### src/rtl/glyph_fetch_arbiter_pkg.sv
// ---------------------------------------------------------------------------
// my_types : shared types and constants for the glyph ROM fetch arbiter.
//   GLYPH_ROM_LATENCY : read latency of char_rom in clocks (rom_addr -> rom_q)
//   GlyphReq          : requester slot assignment on the arbiter ports
// ---------------------------------------------------------------------------
package my_types;

    localparam int GLYPH_ROM_LATENCY = 2;

    typedef enum logic [2:0] {
        REQ_LAG   = 3'd0,
        REQ_RES   = 3'd1,
        REQ_OSD   = 3'd2,
        REQ_SPARE = 3'd3
    } GlyphReq;

endpackage

### src/rtl/glyph_fetch_arbiter_rr_pick.sv
// ---------------------------------------------------------------------------
// glyph_rr_pick : combinational round-robin selector.
//   req_valid : per-requester request bits
//   ptr       : index where the search begins (wraps modulo NUM_REQ)
//   grant     : one-hot grant of the first valid requester at/after ptr, or 0
//   grant_idx : binary index of the granted requester (0 when none)
// ---------------------------------------------------------------------------
module glyph_rr_pick #(
    parameter int NUM_REQ = 4,
    parameter int PTR_W   = 2
) (
    input  logic [NUM_REQ-1:0] req_valid,
    input  logic [PTR_W-1:0]   ptr,
    output logic [NUM_REQ-1:0] grant,
    output logic [PTR_W-1:0]   grant_idx
);

    int   idx;
    logic found;

    always_comb begin
        grant     = '0;
        grant_idx = '0;
        found     = 1'b0;
        idx       = 0;
        for (int k = 0; k < NUM_REQ; k++) begin
            idx = int'(ptr) + k;
            if (idx >= NUM_REQ) begin
                idx = idx - NUM_REQ;
            end
            if (!found && req_valid[idx]) begin
                grant[idx] = 1'b1;
                grant_idx  = PTR_W'(idx);
                found      = 1'b1;
            end
        end
    end

endmodule

### src/rtl/glyph_fetch_arbiter.sv
// ---------------------------------------------------------------------------
// glyph_fetch_arbiter : shares the single-port glyph ROM between the text
// overlay requesters, one read per clock, responses tagged one-hot.
//
// Build option: define GLYPH_ARB_PRIORITY_EN to give requester 0 (lag digits)
// absolute priority; the others then round-robin among themselves.
//
// Ports:
//   clock, reset_n   : pixel clock, asynchronous active-low reset
//   line_start       : start-of-blanking pulse, rewinds the priority pointer
//   req_valid/addr   : per-requester read request, address slice i*ADDR_W
//   req_ready        : combinational one-hot grant (0 while in reset)
//   rom_addr, rom_q  : registered address to char_rom and its read data
//   rsp_valid/data   : one-hot response owner and registered glyph byte
//   inflight         : accepted reads whose response has not yet been issued
// ---------------------------------------------------------------------------
module glyph_fetch_arbiter
    import my_types::*;
#(
    parameter int NUM_REQ     = 4,
    parameter int ADDR_W      = 8,
    parameter int DATA_W      = 8,
    parameter int ROM_LATENCY = GLYPH_ROM_LATENCY
) (
    input  logic                      clock,
    input  logic                      reset_n,
    input  logic                      line_start,
    input  logic [NUM_REQ-1:0]        req_valid,
    input  logic [NUM_REQ*ADDR_W-1:0] req_addr,
    output logic [NUM_REQ-1:0]        req_ready,
    output logic [ADDR_W-1:0]         rom_addr,
    input  logic [DATA_W-1:0]         rom_q,
    output logic [NUM_REQ-1:0]        rsp_valid,
    output logic [DATA_W-1:0]         rsp_data,
    output logic [2:0]                inflight
);

    localparam int PTR_W = $clog2(NUM_REQ);

`ifdef GLYPH_ARB_PRIORITY_EN
    // Round-robin pointer never rests on the lag-digit slot.
    localparam logic [PTR_W-1:0] PTR_HOME = PTR_W'(1);
`else
    localparam logic [PTR_W-1:0] PTR_HOME = '0;
`endif

    logic [PTR_W-1:0]   ptr;
    logic [PTR_W-1:0]   ptr_next;
    logic [NUM_REQ-1:0] pick_valid;
    logic [NUM_REQ-1:0] rr_grant;
    logic [PTR_W-1:0]   rr_idx;
    logic [NUM_REQ-1:0] grant;
    logic [PTR_W-1:0]   sel_idx;
    logic               accept;
    logic               retire;

    // tag_pipe[i] holds the one-hot owner of the read accepted i+1 cycles ago
    logic [NUM_REQ-1:0] tag_pipe [ROM_LATENCY+1];

`ifdef GLYPH_ARB_PRIORITY_EN
    assign pick_valid = req_valid & ~(NUM_REQ'(1) << int'(REQ_LAG));
`else
    assign pick_valid = req_valid;
`endif

    glyph_rr_pick #(
        .NUM_REQ (NUM_REQ),
        .PTR_W   (PTR_W)
    ) u_pick (
        .req_valid (pick_valid),
        .ptr       (ptr),
        .grant     (rr_grant),
        .grant_idx (rr_idx)
    );

    always_comb begin
        grant    = rr_grant;
        sel_idx  = rr_idx;
        ptr_next = ptr;
`ifdef GLYPH_ARB_PRIORITY_EN
        if (req_valid[int'(REQ_LAG)]) begin
            grant                = '0;
            grant[int'(REQ_LAG)] = 1'b1;
            sel_idx              = PTR_W'(int'(REQ_LAG));
        end else if (|rr_grant) begin
            ptr_next = (int'(rr_idx) == NUM_REQ - 1) ? PTR_HOME : rr_idx + PTR_W'(1);
        end
`else
        if (|rr_grant) begin
            ptr_next = (int'(rr_idx) == NUM_REQ - 1) ? PTR_HOME : rr_idx + PTR_W'(1);
        end
`endif
        // A line start overrides the pointer even when a grant happens too.
        if (line_start) begin
            ptr_next = PTR_HOME;
        end
    end

    assign req_ready = reset_n ? grant : '0;
    assign accept    = |req_ready;
    assign retire    = |tag_pipe[ROM_LATENCY];

    always_ff @(posedge clock or negedge reset_n) begin
        if (!reset_n) begin
            ptr       <= '0;
            rom_addr  <= '0;
            tag_pipe  <= '{default: '0};
            rsp_valid <= '0;
            rsp_data  <= '0;
            inflight  <= '0;
        end else begin
            ptr <= ptr_next;

            // Stage: address issue to char_rom
            if (accept) begin
                rom_addr <= req_addr[int'(sel_idx)*ADDR_W +: ADDR_W];
            end
            tag_pipe[0] <= req_ready;

            // Stage: owner tag follows the ROM read latency
            for (int i = 1; i <= ROM_LATENCY; i++) begin
                tag_pipe[i] <= tag_pipe[i-1];
            end

            // Stage: response register, rom_q is valid alongside tag_pipe[ROM_LATENCY]
            rsp_valid <= tag_pipe[ROM_LATENCY];
            rsp_data  <= rom_q;

            unique case ({accept, retire})
                2'b10:   inflight <= inflight + 3'd1;
                2'b01:   inflight <= inflight - 3'd1;
                default: inflight <= inflight;
            endcase
        end
    end

endmodule

### config.mk
export PLATFORM = sky130hd
export DESIGN_NAME = glyph_fetch_arbiter
export DESIGN_NICKNAME = d
export VERILOG_FILES = /design/src/rtl/glyph_fetch_arbiter_pkg.sv /design/src/rtl/glyph_fetch_arbiter_rr_pick.sv /design/src/rtl/glyph_fetch_arbiter.sv
export SDC_FILE = /design/constraint.sdc
export NUM_CORES = 1
export LEC_CHECK = 0
export CORE_MARGIN = 10
export CORE_UTILIZATION = 44
export DETAILED_ROUTE_END_ITERATION = 10
export GPL_TIMING_DRIVEN = 0
export PLACE_DENSITY = 0.79
export SYNTH_ARGS = -nofsm -noshare
export SYNTH_HDL_FRONTEND = slang
export SYNTH_SLANG_ARGS = --single-unit
### constraint.sdc
create_clock -name clock -period 4.71 [get_ports clock]
set_clock_uncertainty 0.15 [all_clocks]
set_input_delay 0.7065 -clock clock [delete_from_list [all_inputs] [get_ports clock]]
set_output_delay 0.7065 -clock clock [all_outputs]
set_load 0.005 [all_outputs]
==> flow_metrics.env <==
export IMPL_status="finished clean"
export IMPL_final_util_pct=66.04
export IMPL_leakagePower_nw=1.325
export IMPL_synthCells=167
export IMPL_wl_mm=4.807
export IMPL_multi_input_area_um2=1015
export IMPL_fillerInstances=369
export IMPL_wl_per_cell_um=16.08
export IMPL_period_share_pct=94.11
export IMPL_grt_overflow=0
export IMPL_pin_count=74
export IMPL_wl_met1_mm=1.912
export IMPL_setup_tns_ps=0
export IMPL_critPathMaxFanout=10
export IMPL_numCtsBuffers=5
export IMPL_routabilityCongestion=0.7733
export IMPL_worstPathCellList="clkbuf_2 -> inv_1 -> ha_1 -> mux4_2 -> clkbuf_1 -> nand2_1 -> o211ai_1 -> a222oi_1 -> o211ai_1 -> and2_4 -> buf_6 -> inv_2 -> ha_1 -> inv_1 -> fa_1 -> xor2_1 -> nor2_1 -> xor2_1"
export IMPL_hold_violations=0
export IMPL_die_h_um=87.69
export IMPL_path_class="reg -> reg"
export IMPL_slew_viol_final=0
export IMPL_dp_cells=291
export IMPL_clkTransAtPathRegs_ps=70
export IMPL_critPathLaunchType="register"
export IMPL_regArea_um2=928.4
export IMPL_cts_sinks=37
export IMPL_synth_edff_count=0
export IMPL_synth_warnings=0
export IMPL_die_w_um=87.69
export IMPL_drtIter0Drc=63
export IMPL_cts_tree="done"
export IMPL_cts_resized=0
export IMPL_root_buffer="clkbuf_8"
export IMPL_wl_met2_mm=2.498
export IMPL_rows=24
export IMPL_antenna_found_initial=0
export IMPL_hp_class="reg -> reg"
export IMPL_clk_path_buf_depth=2
export IMPL_cts_hold_buf=0
export IMPL_final_setup_viol_count=0
export IMPL_portBuffers=72
export IMPL_ys_ff_latch=37
export IMPL_grt_pass1_vias=1601
export IMPL_critPathMaxStageDelay_ps=580
export IMPL_final_cells=299
export IMPL_synth_area_um2=2016
export IMPL_final_cell_mix="clkdlybuf4s50_1, dfrtp_1, mux2i_1"
export IMPL_avgSynthCellArea_um2=12.07
export IMPL_htreeDepth=2
export IMPL_die_area_um2=7689
export IMPL_synth_top_flop_cell="dfrtp_1"
export IMPL_timing_slew_headroom_pct=43.54
export IMPL_fin_nets=299
export IMPL_ant_nets=0
export IMPL_power_w=0.001672
export IMPL_hpwl_mm=3.743
export IMPL_insertedDiodeCount=0
export IMPL_core_area_um2=4384
export IMPL_async_reset_ff_share_pct=100.0
export IMPL_cts_setup_buffers=0
export IMPL_grt_pass1_wl_mm=7.879
export IMPL_ir_drop_v=0.0002412
export IMPL_max_freq_mhz=225.6
export IMPL_drt_pass1_iterations=6
export IMPL_viasPerCell=5.268
export IMPL_crit_required_ps=4780
export IMPL_crit_path_end_kind="register"
export IMPL_grt_max_degree=43
export IMPL_dr_wl_met3_um=362
export IMPL_ys_seq_area_share_pct=45.93
export IMPL_fin_crit_ps=4432
export IMPL_area_delta_synth_final_pct=43.64
export IMPL_top_layer_used="met4"
export IMPL_power_density_nw_per_um2=577.3
export IMPL_max_cap_violations=0
export IMPL_clock_latency_ps=290
export IMPL_drcViolationCount=0
export IMPL_crit_path_top_delay_cell="mux4_2"
export IMPL_crit_arrival_ps=4500
export IMPL_tightest_slew_ps=846.9
export IMPL_synth_cell_types=42
export IMPL_vias=1575
export IMPL_grtUsageTotal_pct=12.63
export IMPL_final_common_cell="clkdlybuf4s50_1"
export IMPL_drive_gt1_share_pct=12.55
export IMPL_initial_utilization_pct=45.98
export IMPL_syn_nets=220
cell families after synthesis:
family          after synthesis  share of synthesized area [%]
fa+ha+maj                     6                          4.097
mux                          42                          25.70
compound gates               28                          9.684
buf+inv                      15                          3.972
simple gates                 35                          8.876
flops                        37                          45.93
xor+xnor                      4                          1.738
Yosys cell counts (2+ instances only):
| cell | instances | area share (%) |
|---|---|---|
| nor2_1 | 6 | 1.1 |
| a21boi_0 | 3 | 1.1 |
| nand2_1 | 11 | 2.0 |
| mux2_4 | 10 | 7.4 |
| clkbuf_1 | 2 | 0.37 |
| o221ai_1 | 2 | 0.87 |
| nor2b_1 | 5 | 1.6 |
| xnor2_1 | 2 | 0.87 |
| mux2i_1 | 27 | 13 |
| xor2_1 | 2 | 0.87 |
| or4_1 | 2 | 0.74 |
| buf_6 | 3 | 1.7 |
| mux4_1 | 2 | 2.6 |
| a22oi_1 | 2 | 0.74 |
| o21ai_0 | 8 | 2.0 |
| nor3_1 | 3 | 0.74 |
| inv_1 | 7 | 1.3 |
| o211ai_1 | 3 | 1.1 |
| and2_1 | 3 | 0.93 |
| dfrtp_1 | 37 | 46 |
| ha_1 | 5 | 3.1 |
| nand2b_1 | 2 | 0.62 |
power breakdown:
part | internal, W | switching [W]
Combinational | 0.000542 | 0.000421
Sequential | 0.000431 | 0.0000569
Clock | 0.000105 | 0.000116
through the flow:
| step | worst slack, ps | hold slack, ps | area [µm²] |
|---|---|---|---|
| after floorplan | 577.7 | 181.2 | 2016 |
| after global placement | 115.9 | 182.4 | 2801 |
| after detailed placement | 81.86 | 184.7 | 2796 |
| after CTS | 2.706 | 202.8 | 2887 |
| after global routing | -7.635 | 211.7 | 2895 |
| final | 277.5 | 199.6 | 2895 |
sequential cells by signal, summed over array words and instances, names as in the netlist:
signal	cells
rsp_data	8
rsp_valid	4
inflight	3
rom_addr	8
tag_pipe	12
ptr	2
per-layer routing:
layer	up-vias	GRT usage (%)
met3	3	4.643
met5	-	0
met1	768	14.33
li1	759	-
met4	0	3.043
met2	45	21.96
cell type report:
type / instances / area share, %
Clock inverter: 3 / 0.7347
Tap cell: 52 / 2.247
Buffer: 7 / 1.772
Sequential cell: 37 / 32.07
Inverter: 8 / 1.037
Clock buffer: 5 / 2.377
Timing Repair Buffer: 72 / 24.72
Multi-Input combinational cell: 115 / 35.05
critical path: cells and delay by family (launching register included):
family | cells | cell delay [ps]
adders and majority gates | 3 | 950
and+or+nand+nor | 3 | 480
xor gates and xnor gates | 2 | 300
DFF | 1 | 430
muxes | 1 | 580
AOI/OAI and AO/OA | 3 | 610
buffers and inverters | 6 | 840
path summary, 6_finish.rpt:
path	from	endpoint	slack, ps	cells past startpoint
worst min-delay path	tag_pipe[11]$_DFF_PN0_	tag_pipe[7]$_DFF_PN0_	200	0
worst max-delay path	ptr[1]$_DFFE_PN0P_	inflight[2]$_DFFE_PN0P_	280	18
worst max register to register	ptr[1]$_DFFE_PN0P_	inflight[2]$_DFFE_PN0P_	280	18
min in group asynchronous	reset_n	rom_addr[5]$_DFFE_PN0P_	370	1
max in group asynchronous	reset_n	ptr[0]$_DFFE_PN0P_	3470	1
worst min register to register	tag_pipe[11]$_DFF_PN0_	tag_pipe[7]$_DFF_PN0_	200	0
Note: power is estimated with default switching activity, not from simulation.
